--- src/rtl/branch_target_predictor_if.sv ---
// branch_target_predictor_if
// Bundles the IF-stage lookup port, the EX-stage resolve/update port and the
// statistics outputs of the branch target predictor.
//   master : pipeline side (drives lookup and update requests)
//   slave  : predictor side (returns prediction, redirect and statistics)
// Signals:
//   lkp_en, lkp_pc                      IF lookup request
//   pred_taken, pred_pc                 same-cycle prediction
//   upd_valid, upd_pc, upd_uncond,
//   upd_taken, upd_target,
//   upd_pred_taken, upd_pred_pc         EX resolve report
//   mispredict, correct_pc              redirect request
//   stat_lookups, stat_hits,
//   stat_mispredicts                    event counters (zero when not built)
interface branch_target_predictor_if;
    logic        lkp_en;
    logic [31:0] lkp_pc;
    logic        pred_taken;
    logic [31:0] pred_pc;

    logic        upd_valid;
    logic [31:0] upd_pc;
    logic        upd_uncond;
    logic        upd_taken;
    logic [31:0] upd_target;
    logic        upd_pred_taken;
    logic [31:0] upd_pred_pc;
    logic        mispredict;
    logic [31:0] correct_pc;

    logic [31:0] stat_lookups;
    logic [31:0] stat_hits;
    logic [31:0] stat_mispredicts;

    modport master (
        output lkp_en, lkp_pc,
        output upd_valid, upd_pc, upd_uncond, upd_taken, upd_target,
        output upd_pred_taken, upd_pred_pc,
        input  pred_taken, pred_pc, mispredict, correct_pc,
        input  stat_lookups, stat_hits, stat_mispredicts
    );

    modport slave (
        input  lkp_en, lkp_pc,
        input  upd_valid, upd_pc, upd_uncond, upd_taken, upd_target,
        input  upd_pred_taken, upd_pred_pc,
        output pred_taken, pred_pc, mispredict, correct_pc,
        output stat_lookups, stat_hits, stat_mispredicts
    );
endinterface

--- src/rtl/branch_target_predictor.sv ---
// branch_target_predictor
// Direct-mapped branch target buffer with per-entry saturating direction
// counters. The IF stage looks up lkp_pc combinationally and gets a predicted
// next PC in the same cycle; the EX stage reports resolved control flow, which
// trains the table one cycle later and produces a same-cycle redirect.
//
// Parameters:
//   ENTRIES    number of entries, power of two (2..256)
//   CTR_BITS   direction counter width (1..4)
//   ADDR_BITS  byte-address bits kept in tag and target; must exceed
//              log2(ENTRIES)+2 so that the tag is at least one bit wide
// Ports:
//   clk   rising-edge clock
//   rst   synchronous active-high reset (clears valid bits, counters, stats)
//   bus   branch_target_predictor_if.slave (lookup, update, redirect, stats)
//
// Build option:
//   BP_STATS_EN  when defined, the 32-bit lookup/hit/mispredict counters are
//                built; otherwise the stat_* outputs are tied to zero.
module branch_target_predictor #(
    parameter int ENTRIES   = 16,
    parameter int CTR_BITS  = 2,
    parameter int ADDR_BITS = 12
) (
    input  logic                        clk,
    input  logic                        rst,
    branch_target_predictor_if.slave    bus
);

    localparam int INDEX_BITS = $clog2(ENTRIES);
    localparam int TAG_BITS   = ADDR_BITS - INDEX_BITS - 2;
    localparam int TGT_BITS   = ADDR_BITS - 2;

    localparam logic [CTR_BITS-1:0] CTR_MAX  = '1;
    localparam logic [CTR_BITS-1:0] CTR_ZERO = '0;
    localparam logic [CTR_BITS-1:0] CTR_ONE  = CTR_BITS'(1);
    localparam logic [CTR_BITS-1:0] CTR_WEAK = CTR_ONE << (CTR_BITS - 1);

    // ------------------------------------------------------------------
    // Table storage. Only valid and ctr are reset; tag and target are
    // qualified by valid, so their contents after reset are irrelevant.
    // ------------------------------------------------------------------
    logic                valid_q [ENTRIES];
    logic [CTR_BITS-1:0] ctr_q   [ENTRIES];
    logic [TAG_BITS-1:0] tag_q   [ENTRIES];
    logic [TGT_BITS-1:0] tgt_q   [ENTRIES];

    // ------------------------------------------------------------------
    // Lookup path (IF stage), purely from registered state: a same-cycle
    // update to the same index is not bypassed.
    // ------------------------------------------------------------------
    logic [INDEX_BITS-1:0] lkp_idx;
    logic [TAG_BITS-1:0]   lkp_tag;
    logic                  lkp_hit;
    logic                  lkp_taken;
    logic [31:0]           lkp_target;

    assign lkp_idx    = bus.lkp_pc[INDEX_BITS+1:2];
    assign lkp_tag    = bus.lkp_pc[ADDR_BITS-1:INDEX_BITS+2];
    assign lkp_hit    = valid_q[lkp_idx] && (tag_q[lkp_idx] == lkp_tag);
    assign lkp_taken  = lkp_hit && ctr_q[lkp_idx][CTR_BITS-1];
    // Stored target is word-aligned and zero-extended above ADDR_BITS.
    assign lkp_target = 32'({tgt_q[lkp_idx], 2'b00});

    assign bus.pred_taken = lkp_taken;
    assign bus.pred_pc    = lkp_taken ? lkp_target : (bus.lkp_pc + 32'd4);

    // ------------------------------------------------------------------
    // Resolve path (EX stage): redirect and training decision.
    // ------------------------------------------------------------------
    logic [INDEX_BITS-1:0] upd_idx;
    logic [TAG_BITS-1:0]   upd_tag;
    logic                  upd_hit;
    logic                  actual_taken;
    logic [31:0]           correct_pc;
    logic [CTR_BITS-1:0]   cur_ctr;
    logic [CTR_BITS-1:0]   ctr_inc;
    logic [CTR_BITS-1:0]   ctr_dec;

    assign upd_idx      = bus.upd_pc[INDEX_BITS+1:2];
    assign upd_tag      = bus.upd_pc[ADDR_BITS-1:INDEX_BITS+2];
    assign upd_hit      = valid_q[upd_idx] && (tag_q[upd_idx] == upd_tag);
    assign actual_taken = bus.upd_taken | bus.upd_uncond;
    assign correct_pc   = bus.upd_taken ? bus.upd_target : (bus.upd_pc + 32'd4);

    assign cur_ctr = ctr_q[upd_idx];
    assign ctr_inc = (cur_ctr == CTR_MAX)  ? CTR_MAX  : (cur_ctr + CTR_ONE);
    assign ctr_dec = (cur_ctr == CTR_ZERO) ? CTR_ZERO : (cur_ctr - CTR_ONE);

    assign bus.correct_pc = correct_pc;
    assign bus.mispredict = bus.upd_valid &&
                            ((bus.upd_pred_taken != actual_taken) ||
                             (bus.upd_pred_pc != correct_pc));

    // Training decision:
    //   wr_entry : taken resolve, (re)write tag, target and counter
    //   wr_ctr   : not-taken resolve that hits, counter only
    logic                wr_entry;
    logic                wr_ctr;
    logic [CTR_BITS-1:0] new_ctr;

    always_comb begin
        wr_entry = 1'b0;
        wr_ctr   = 1'b0;
        new_ctr  = cur_ctr;
        if (bus.upd_valid) begin
            if (actual_taken) begin
                wr_entry = 1'b1;
                if (bus.upd_uncond) begin
                    new_ctr = CTR_MAX;
                end else if (upd_hit) begin
                    new_ctr = ctr_inc;
                end else begin
                    // Fresh allocation starts weakly taken.
                    new_ctr = CTR_WEAK;
                end
            end else if (upd_hit) begin
                // Entry stays valid even when the counter bottoms out.
                wr_ctr  = 1'b1;
                new_ctr = ctr_dec;
            end
        end
    end

    always_ff @(posedge clk) begin
        if (rst) begin
            for (int i = 0; i < ENTRIES; i++) begin
                valid_q[i] <= 1'b0;
                ctr_q[i]   <= '0;
            end
        end else if (wr_entry) begin
            valid_q[upd_idx] <= 1'b1;
            ctr_q[upd_idx]   <= new_ctr;
        end else if (wr_ctr) begin
            ctr_q[upd_idx]   <= new_ctr;
        end
    end

    always_ff @(posedge clk) begin
        if (!rst && wr_entry) begin
            tag_q[upd_idx] <= upd_tag;
            tgt_q[upd_idx] <= bus.upd_target[ADDR_BITS-1:2];
        end
    end

    // ------------------------------------------------------------------
    // Statistics
    // ------------------------------------------------------------------
`ifdef BP_STATS_EN
    logic [31:0] lookups_q;
    logic [31:0] hits_q;
    logic [31:0] mispredicts_q;

    always_ff @(posedge clk) begin
        if (rst) begin
            lookups_q     <= '0;
            hits_q        <= '0;
            mispredicts_q <= '0;
        end else begin
            if (bus.lkp_en) begin
                lookups_q <= lookups_q + 32'd1;
            end
            if (bus.lkp_en && lkp_hit) begin
                hits_q <= hits_q + 32'd1;
            end
            if (bus.mispredict) begin
                mispredicts_q <= mispredicts_q + 32'd1;
            end
        end
    end

    assign bus.stat_lookups     = lookups_q;
    assign bus.stat_hits        = hits_q;
    assign bus.stat_mispredicts = mispredicts_q;
`else
    assign bus.stat_lookups     = 32'd0;
    assign bus.stat_hits        = 32'd0;
    assign bus.stat_mispredicts = 32'd0;
`endif

endmodule

--- src/flat_wrapper.sv ---
// flat-port wrapper written by rule: the top's interface ports become plain ports
module branch_target_predictor_flat 
#(
    parameter int ENTRIES   = 16,
    parameter int CTR_BITS  = 2,
    parameter int ADDR_BITS = 12
)
  (clk, rst, bus_lkp_en, bus_lkp_pc, bus_upd_valid, bus_upd_pc, bus_upd_uncond, bus_upd_taken, bus_upd_target, bus_upd_pred_taken, bus_upd_pred_pc, bus_pred_taken, bus_pred_pc, bus_mispredict, bus_correct_pc, bus_stat_lookups, bus_stat_hits, bus_stat_mispredicts);
  branch_target_predictor_if bus_i ();
  input  logic clk;
  input  logic rst;
  input wire logic [$bits(bus_i.lkp_en)-1:0] bus_lkp_en;
  input wire logic [$bits(bus_i.lkp_pc)-1:0] bus_lkp_pc;
  input wire logic [$bits(bus_i.upd_valid)-1:0] bus_upd_valid;
  input wire logic [$bits(bus_i.upd_pc)-1:0] bus_upd_pc;
  input wire logic [$bits(bus_i.upd_uncond)-1:0] bus_upd_uncond;
  input wire logic [$bits(bus_i.upd_taken)-1:0] bus_upd_taken;
  input wire logic [$bits(bus_i.upd_target)-1:0] bus_upd_target;
  input wire logic [$bits(bus_i.upd_pred_taken)-1:0] bus_upd_pred_taken;
  input wire logic [$bits(bus_i.upd_pred_pc)-1:0] bus_upd_pred_pc;
  output wire logic [$bits(bus_i.pred_taken)-1:0] bus_pred_taken;
  output wire logic [$bits(bus_i.pred_pc)-1:0] bus_pred_pc;
  output wire logic [$bits(bus_i.mispredict)-1:0] bus_mispredict;
  output wire logic [$bits(bus_i.correct_pc)-1:0] bus_correct_pc;
  output wire logic [$bits(bus_i.stat_lookups)-1:0] bus_stat_lookups;
  output wire logic [$bits(bus_i.stat_hits)-1:0] bus_stat_hits;
  output wire logic [$bits(bus_i.stat_mispredicts)-1:0] bus_stat_mispredicts;
  assign bus_i.lkp_en = bus_lkp_en;
  assign bus_i.lkp_pc = bus_lkp_pc;
  assign bus_i.upd_valid = bus_upd_valid;
  assign bus_i.upd_pc = bus_upd_pc;
  assign bus_i.upd_uncond = bus_upd_uncond;
  assign bus_i.upd_taken = bus_upd_taken;
  assign bus_i.upd_target = bus_upd_target;
  assign bus_i.upd_pred_taken = bus_upd_pred_taken;
  assign bus_i.upd_pred_pc = bus_upd_pred_pc;
  assign bus_pred_taken = bus_i.pred_taken;
  assign bus_pred_pc = bus_i.pred_pc;
  assign bus_mispredict = bus_i.mispredict;
  assign bus_correct_pc = bus_i.correct_pc;
  assign bus_stat_lookups = bus_i.stat_lookups;
  assign bus_stat_hits = bus_i.stat_hits;
  assign bus_stat_mispredicts = bus_i.stat_mispredicts;
  branch_target_predictor #(.ENTRIES(ENTRIES), .CTR_BITS(CTR_BITS), .ADDR_BITS(ADDR_BITS)) u_core (.clk(clk), .rst(rst), .bus(bus_i));
endmodule
--- config.mk ---
export PLATFORM = sky130hd
export DESIGN_NAME = branch_target_predictor_flat
export DESIGN_NICKNAME = d
export VERILOG_FILES = /design/src/rtl/branch_target_predictor_if.sv /design/src/rtl/branch_target_predictor.sv /design/src/flat_wrapper.sv
export SDC_FILE = /design/constraint.sdc
export NUM_CORES = 1
export LEC_CHECK = 0
export ABC_AREA = 1
export CAP_MARGIN = 40
export CORE_MARGIN = 4
export CORE_UTILIZATION = 50
export CTS_BUF_LIST = sky130_fd_sc_hd__clkbuf_4 sky130_fd_sc_hd__clkbuf_8
export DETAILED_ROUTE_END_ITERATION = 16
export PLACE_DENSITY = 0.8
export SETUP_SLACK_MARGIN = 0.4
export SLEW_MARGIN = 40
export SYNTH_ARGS = -nofsm -noshare
export SYNTH_HDL_FRONTEND = slang
export SYNTH_SLANG_ARGS = --single-unit
--- constraint.sdc ---
create_clock -name clk -period 2.1 [get_ports clk]
set_input_delay 0.21 -clock clk [delete_from_list [all_inputs] [get_ports clk]]
set_output_delay 0.21 -clock clk [all_outputs]
set_load 0.02 [all_outputs]
### Word-level counts from Yosys, hierarchy flattened

Memories as Yosys holds them, arrays and structs flattened.
Cells that the tools add are included.

| storage, ports and cells | value |
|---|---|
| register bits | 0 |
| memory bits (writable) | 304 |
| output and inout bits | 162 |
| logic and storage cells | 57 |
| memories kept | 4 |

| operators by class | value |
|---|---|
| add/subtract/negate cells | 4 |
| eq/ne operators | 5 |
| multiplexer cells | 32 |
| bitwise gates (word level) | 2 |
| reductions and logical operators | 10 |

Memory list:

| name | words | width | read ports | clocked after Yosys merged registers in | write ports | line | RTL |
|---|---|---|---|---|---|---|---|
| u_core.tgt_q | 16 | 10 | 1 | 0 | 1 | branch_target_predictor.sv:46 | `logic [TGT_BITS-1:0] tgt_q [ENTRIES];` |
| u_core.tag_q | 16 | 6 | 2 | 0 | 1 | branch_target_predictor.sv:45 | `logic [TAG_BITS-1:0] tag_q [ENTRIES];` |
| u_core.ctr_q | 16 | 2 | 2 | 0 | 16 | branch_target_predictor.sv:44 | `logic [CTR_BITS-1:0] ctr_q [ENTRIES];` |
| u_core.valid_q | 16 | 1 | 2 | 0 | 16 | branch_target_predictor.sv:43 | `logic valid_q [ENTRIES];` |

Operator list:

| cell | count |
|---|---|
| $add A32 B3 Y32 const B | 2 |
| $mux W32 | 2 |
| $ne A32 B32 Y1 | 1 |
| $mux W1 | 19 |
| $mux W2 | 9 |
| $eq A6 B6 Y1 | 2 |
| $mux W4 | 2 |
| $logic_and A1 B1 Y1 | 5 |
| $add A2 B1 Y2 const B | 1 |
| $eq A2 B2 Y1 const B | 1 |
| $logic_not A2 Y1 | 1 |
| $or A1 B1 Y1 | 2 |
| $reduce_or A2 Y1 | 1 |
| $sub A2 B1 Y2 const B | 1 |
| $logic_not A1 Y1 | 1 |
| $logic_or A1 B1 Y1 | 1 |
| $ne A1 B1 Y1 | 1 |
| $reduce_or A1 Y1 | 1 |

### Longest topological paths before layout

Gate-level depths: netlist (run 1).
An unclocked memory read counts as a cell.

| logic depth | value |
|---|---|
| depth after elaboration | 13 |
| depth in mapped cells | 20 |
| mapped depth without buffers | 17 |

### Worst setup path before layout (run 1)

OpenSTA, ideal clock, no wires.

| timing | value |
|---|---|
| kind | input to output |
| from | input port bus_upd_pc[2] |
| to | output port bus_mispredict |
| arrival time | 2.109 ns |
| data required time | 1.890 ns |
| setup slack | -0.219 ns |
| stages | 19 |
| path buffers | 3 |
| cell sequence | buf_4 -> inv_4 -> buf_4 -> buf_2 -> ha_1 -> nand2_1 -> nand2_1 -> nand2_1 -> nand2_1 -> nor2_1 -> nand3_1 -> nor2_1 -> nand3_1 -> nor2_1 -> nand3_1 -> nor2_1 -> nand3_1 -> nor2_1 -> nor2_1 |

| between the ends | value |
|---|---|
| longest elaborated chain between the ends | 5 |

RTL lines:

| what | line | RTL |
|---|---|---|
| from (decl) | flat_wrapper.sv:15 | `input wire logic [$bits(bus_i.upd_pc)-1:0] bus_upd_pc;` |
| $add A32 B3 Y32 | branch_target_predictor.sv:84 | `assign correct_pc = bus.upd_taken ? bus.upd_target : (bus.upd_pc + 32'd4);` |
| $mux W32 | branch_target_predictor.sv:84 |  |
| net bus_correct_pc[3] | flat_wrapper.sv:24 | `output wire logic [$bits(bus_i.correct_pc)-1:0] bus_correct_pc;` |
| $ne A32 B32 Y1 | branch_target_predictor.sv:93 | `(bus.upd_pred_pc != correct_pc));` |
| $logic_or A1 B1 Y1 | branch_target_predictor.sv:92 | `((bus.upd_pred_taken != actual_taken) \|\|` |
| $logic_and A1 B1 Y1 | branch_target_predictor.sv:91 | `assign bus.mispredict = bus.upd_valid &&` |
| to (decl) | flat_wrapper.sv:23 | `output wire logic [$bits(bus_i.mispredict)-1:0] bus_mispredict;` |

The timed path passes the listed nets, and every way through them passes these cells.

==> out/metrics.yaml, run 1 <==
global_route:
  overflow: 0
  grt_pass1_wl_um: 95900
  grt_max_degree: 69
  antenna_found_initial: 0
  grtUsageTotal_pct: 31.3
  grt_pass1_vias: 17600
power:
  cellPowerDensity_mw_per_mm2: 577
  power_mw: 15.2
  power.switching_mw: 4.43
  p_clk_share_pct: 33.6
  switching_share_pct: 29.1
  internal_power_mw: 10.8
  seqPwrFrac_pct: 44.3
  peakVddDrop_mv: 0.453
  p_comb_share_pct: 22.1
  p_leak_nw: 11.1
critical_path:
  arrival_ps: 2830
  cp-end-kind: "primary output"
  critPathKind: "flip-flop to primary output"
  worstPathCellList: "nand3_2 -> nand3_2 -> nand2_2 -> a31oi_4 -> nor2_2 -> nor3_4 -> nand4_1 -> nor2_1 -> nand2_2 -> buf_12 -> buf_16 -> nor2_4 -> a21oi_4 -> buf_6"
  cpMaxStageDelayCell: "edfxtp_1"
  worst_ep_required_time_ps: 1890
  cp-start-kind: "flip-flop"
  cp_max_fo: 5
  cpPeakStageDelay_ps: 420
finish:
  fin_area_mm2: 0.0264
  post_route_cells_drive_above_1_share_pct: 35.8
  n_antenna_cell: 0
  fin_util_pct: 75.8
  nets: 2850
  area_delta_synth_final_pct: 48.7
synthesis:
  yosys.area_share.simple_pct: 26.1
  ys_types: 51
  seq_area_frac_synth_pct: 50.6
  ys.flop_type: "edfxtp_1"
  ys_ff_latch: 304
  synth_most_common_cell: "nand2_1"
  ys_async_sr_fraction_pct: 0
  synth_cells: 2141
  synth_fa_ha_area_share_pct: 0.353
  yosysWarnings: 0
  synth.avg_cell_area_um2: 8.28
  synth_top_area_share_pct: 48.8
  syn_area_mm2: 0.0177
  synth_common_cells: "nand2_1 (514), edfxtp_1 (288), nor2_1 (268)"
  muxShareOfSynthArea_pct: 0
  synth-xor-area-share_pct: 1.09
  synthTopCellsByArea: "edfxtp_1 (49%), nand2_1 (11%), nor2_1 (5.7%)"
  synth_compound_area_share_pct: 10.1
  synth_edf_count: 288
  synth_top_family_by_area: "simple AND/OR/NAND/NOR gates"
  synth_top_area_cell: "edfxtp_1"
drt:
  num_vias: 18300
  route.detailed.drc: 0
  wl_um: 65600
  avgRoutedWirePerCell_um: 20.5
  ant_nets: 0
  firstDrtPassIters: 6
  vias_per_cell: 5.72
  drt_iter0_markers: 2006
sta:
  setup_viol: 98
  timing.hold.ws_ps: 88.5
  min_period_ps: 3040
  fin_tns_setup_ps: -41730
  drv_slew: 0
  min_period_over_period_pct: 145
  fmax_mhz: 329
  relSlewSlack_pct: 58.6
  skew_ps: 48.0
  tightest_slew_ps: 620
  hold_viol: 0
  fin_ws_ps: -939
  rsz0062_at_grt: "true"
placement:
  placed_area_mm2: 0.0231
  gp_congestion: 0.973
  numPortBuffers: 199
  dp_hpwl_um: 42500
clock_network:
  postCtsHoldBufs: 0
  cts.reportedPaths.clkPinSlew_ps: 70
  htree_levels: 2
  clk-insertion-delay-late_ps: 600
  cts_made_buffers: 47
  clockRootBuffer: "clkbuf_8"
  cts_buffer_depth: 3
  cts_sinks: 304
  cts_tree: "built"
floorplan:
  rows: 68
  die_y_um: 196
  die_w_um: 196
  initial_core_util_pct: 50.9
  boundaryPins: 297
  coreArea_mm2: 0.0348
  die_area_mm2: 0.0385
hold_path:
  hp-class: "input port to flip-flop"
run:
  drv_cap: 0
outcome:
  status: "complete, but fails checks"
  violations: "negative setup slack"
==> repair_timing <==
| action | in CTS | in global routing |
|---|---|---|
| resized for setup | 758 | 190 |
| setup buffers | 46 | 17 |
| gates cloned | 6 | 1 |
| pin swaps | 115 | 95 |
| endpoints found under the setup margin | 322 | 126 |
==> path summary, 6_finish.rpt <==
kind / cells after the start / startpoint / slack (ps) / endpoint
max: 14 / u_core.ctr_q[7][1] / -940 / bus_pred_pc[2]
min: 3 / bus_upd_pc[6] / 90 / u_core.tag_q[15][0]
max reg2reg: 17 / u_core.tag_q[8][3] / -310 / u_core.ctr_q[14][0]
min reg2reg: 2 / u_core.valid_q[6] / 520 / u_core.valid_q[6]
==> state kept, by name, indices dropped and copies added (netlist names) <==
| signal | cells |
|---|---|
| u_core.tgt_q | 160 |
| u_core.tag_q | 96 |
| u_core.ctr_q | 32 |
| u_core.valid_q | 16 |
==> critical path: cells and delay by family, from the launching register on <==
family / cells / cell delay [ps]
DFF: 1 / 420
and+or+nand+nor: 9 / 1140
buffers and inverters: 3 / 450
AOI/OAI and AO/OA: 2 / 190
==> power by group through the flow <==
stage	combinational, mW	sequential, mW	clock [mW]
6_report	3.37	6.74	5.11
2_1_floorplan	1.58	6.86	0
5_1_grt	3.56	6.74	5.41
3_5_place_dp	2.80	6.87	0
3_3_place_gp	2.75	6.86	0
4_1_cts	3.11	6.74	5.07
==> cell usage in the layout (no fill, tap or decap), types with 15 or more instances in the layout <==
cell type,Yosys,final
nand4_1,19,19
o21ai_1,13,25
conb_1,1,96
dfxtp_1,16,16
inv_2,7,23
nor2_4,5,72
clkdlybuf4s50_1,0,96
nand3_4,0,27
inv_1,214,189
o21ai_0,176,150
xor2_1,17,16
nand3b_1,15,15
nand2_4,2,40
buf_12,0,39
nand3_1,174,128
nor2_1,268,168
o221ai_1,15,15
o22ai_1,34,34
buf_6,6,122
buf_4,112,327
nand3_2,14,33
nor2_2,17,50
edfxtp_1,288,288
nand2_1,514,400
nand2_2,4,75
a21oi_1,64,53
clkbuf_8,0,52
==> cell type report <==
type / count / area (µm²)
clock buffer: 61 / 783
multi-input combinational: 1515 / 9020
fill: 2152 / 8430
timing repair buffer: 619 / 5980
inverter: 223 / 882
sequential: 304 / 8970
tap: 455 / 569
clock inverter: 21 / 164
==> routing by layer <==
metal	up-vias	wire, µm	GRT usage [%]
met5	-	0	0
met4	0	3400	13.2
met3	261	7640	6.15
met2	1417	31600	53.2
met1	8495	23000	39.2
li1	8105	-	-
==> per-stage QoR <==
step	instances	worst slack, ps
after detailed placement	3046	-1330
after global routing	3198	-1040
after global placement	3046	-1320
after floorplan	2236	16.5
final	3198	-939
after CTS	3180	-800
==> cell families (layout without fill, tap and decap cells) <==
| kind of cell | count (synthesis) | in the layout |
|---|---|---|
| simple gates | 1065 | 1067 |
| flops | 304 | 304 |
| xor+xnor | 22 | 22 |
| fa+ha+maj | 5 | 5 |
| buf+inv | 419 | 924 |
| other cells | 1 | 96 |
| compound gates | 325 | 325 |
Note: power is estimated with default switching activity, not from simulation.
==> inputs of run 2 (changes only) <==
CORE_MARGIN = not set   (was 4)
CORE_UTILIZATION = 60   (was 50)
DONT_BUFFER_PORTS = 1   (was not set)
==> out/metrics.yaml, run 2 (same netlist as run 1, synthesis figures left out) <==
outcome:
  status: "complete, but fails checks"
  violations: "negative setup slack"
finish:
  fin_util_pct: 76.8  # +1.1 points
  post_route_cells_drive_above_1_share_pct: 25.9  # -9.9 points
  largest_reg_flops: 160  # unchanged
  top_register: "u_core.tgt_q"
  fin_area_mm2: 0.0222  # -16%
  seq_area_mm2: 0.00897  # unchanged
  layout_common_cells: "nand2_1 (453), edfxtp_1 (288), inv_1 (201)"
  multi_input_area_mm2: 0.00859  # -4.7%
  nets: 2458  # -14%
  area_delta_synth_final_pct: 25.1
  fill_cells: 1864  # -13%
  reg_top3: "u_core.tgt_q: 160 flops, u_core.tag_q: 96 flops, u_core.ctr_q: 32 flops"
  final_common_cell: "nand2_1"
critical_path:
  cp-end-kind: "primary output"
  worst_ep_required_time_ps: 1890  # about the same
  cp-startpoint: "u_core.ctr_q[6][1]"
  reg2reg_to: "u_core.ctr_q[6][1]"
  crit_family: "simple AND/OR/NAND/NOR gates"
  cp_max_fo: 19  # +14
  cp-start-kind: "flip-flop"
  timing.rr.start: "u_core.tag_q[12][2]"
  cpMaxStageDelayCell: "edfxtp_1"
  cpMostUsedCell: "nor2_4"
  reg2reg_depth: 16  # -1
  critPathKind: "flip-flop to primary output"
  path_buf_inv: 3  # unchanged
  worstPathCellList: "nand3_2 -> nand3_2 -> nand2_2 -> a31oi_4 -> nor2_4 -> nor3_4 -> buf_6 -> nand4_1 -> nor2_1 -> nand2_2 -> buf_12 -> buf_4 -> nor2_4 -> nor2_4"
  r2r_slack_ps: -230  # +80 ps
  cpPeakStageDelay_ps: 420  # about the same
  arrival_ps: 2610  # -220 ps
sta:
  skew_ps: 12.8  # -35.1 ps
  rsz0062_at_grt: "true"
  setup_viol: 97  # -1.0%
  fmax_mhz: 355  # +7.8%
  drv_slew: 0  # unchanged
  tightest_slew_ps: 1230  # +609 ps
  fin_ws_ps: -720  # +219 ps
  min_period_over_period_pct: 134  # -10 points
  hold_viol: 0  # unchanged
  min_period_ps: 2820  # -219 ps
  relSlewSlack_pct: 17.9  # -41 points
floorplan:
  die_y_um: 174  # -11%
  coreArea_mm2: 0.0289  # -17%
  die_w_um: 174  # -11%
  initial_core_util_pct: 61.4  # +10 points
  die_area_mm2: 0.0302  # -22%
  rows: 62  # -8.8%
  boundaryPins: 297  # unchanged
clock_network:
  clk-insertion-delay-late_ps: 580  # -20 ps
  cts_buffer_depth: 3  # unchanged
  clockRootBuffer: "clkbuf_8"
  cts_sinks: 304  # unchanged
  htree_levels: 2  # unchanged
  cts.reportedPaths.clkPinSlew_ps: 70  # about the same
  cts_made_buffers: 47  # unchanged
  cts_tree: "built"
power:
  power.switching_mw: 3.91  # -12%
  switching_share_pct: 27.9  # -1.2 points
  p_leak_nw: 8.94  # -19%
  p_clk_share_pct: 35.3  # +1.7 points
  p_comb_share_pct: 16.6  # -5.5 points
  seqPwrFrac_pct: 48.1  # +3.8 points
  cellPowerDensity_mw_per_mm2: 632  # +9.5%
  internal_power_mw: 10.1  # -6.4%
  peakVddDrop_mv: 0.495  # +9.3%
  power_mw: 14.0  # -7.9%
drt:
  ant_nets: 0  # unchanged
  firstDrtPassIters: 6  # unchanged
  drt_iter0_markers: 2051  # +2.2%
  num_vias: 16700  # -8.9%
  route.detailed.drc: 0  # unchanged
  wl_um: 58300  # -11%
  vias_per_cell: 6.08  # +6.3%
  avgRoutedWirePerCell_um: 21.3  # +3.7%
hold_path:
  hold_depth: 3  # unchanged
  min_from: "rst"
  min_to: "u_core.valid_q[15]"
  hp-class: "input port to flip-flop"
global_route:
  grtUsageTotal_pct: 36.1  # +4.8 points
  antenna_found_initial: 2  # +2
  grt_pass1_vias: 15600  # -12%
  overflow: 0  # unchanged
  grt_max_degree: 140  # +100%
  grt_pass1_wl_um: 84600  # -12%
placement:
  placed_area_mm2: 0.0196  # -15%
  gp_congestion: 0.984  # +1.1%
  dp_hpwl_um: 36400  # -14%
  pre_cts_ws_ps: -251  # +1070 ps
  numPortBuffers: 0  # -100%
run:
  drv_cap: 0  # unchanged
run 2: cell count changes in the layout (fill, tap and decap cells not counted), sizes merged, moves of 4 or more:
| cell | before | now |
|---|---|---|
| buf | 508 | 205 |
| clkdlybuf4s50 | 96 | 0 |
| dlygate4sd3 | 0 | 19 |
| clkbuf | 64 | 73 |
| dlygate4sd2 | 9 | 0 |
| clkinv | 18 | 13 |
| diode | 0 | 4 |
run 2: cell type report:
type / count / share of cell area [%]
repair buffers: 227 / 10.4
flip-flops and latches: 304 / 40.4
diodes: 4 / 0.0451
clock inverters: 15 / 0.378
well taps: 384 / 2.17
clock buffers: 70 / 3.81
inverters: 223 / 4.03
multi-input cells: 1515 / 38.8
run 2: worst min-delay path: cells and delay by family:
family          cells  cell delay (ps)
compound gates      1              120
simple gates        2              310
run 2: worst max-delay path by stage:
stage                           endpoint  depth (start not counted)
after floorplan           bus_mispredict                         19
after global placement    bus_mispredict                         16
after detailed placement  bus_mispredict                         15
after CTS                 bus_pred_pc[9]                         14
after global routing      bus_pred_pc[3]                         14
final                     bus_pred_pc[3]                         14
run 2: power by group through the flow:
stage	sequential, mW	combinational (mW)	clock (mW)
detailed placement	6.87	1.88	0
global placement	6.87	1.84	0
finish	6.75	2.33	4.94
floorplan	6.86	1.58	0
global route	6.75	2.47	5.15
CTS	6.74	2.09	4.89
run 2: metal layers:
| layer | GRT usage (%) | part of all wire [%] | up-vias | wire (µm) |
|---|---|---|---|---|
| met5 | 0 | 0 | - | 0 |
| met4 | 17.7 | 5.7 | 0 | 3340 |
| met3 | 8.57 | 13 | 279 | 7800 |
| met2 | 60.4 | 47 | 1401 | 27500 |
| met1 | 43.8 | 34 | 7654 | 19700 |
| li1 | - | - | 7326 | - |
run 2: timing repair:
item | CTS | global route
hold endpoints to repair | 259 | 0
gates cloned | 2 | 3
setup endpoints to repair | 108 | 105
hold buffers | 19 | 0
resized for setup | 121 | 177
setup buffers | 8 | 13
pin swaps | 55 | 73
run 2: through the flow:
stage,setup TNS [ps],hold WS [ps],instances
2_1_floorplan,0,309,2236
3_3_place_gp,-4160,310,2608
3_5_place_dp,-9240,310,2608
4_1_cts,-19860,110,2722
5_1_grt,-41020,156,2741
6_report,-30330,134,2742
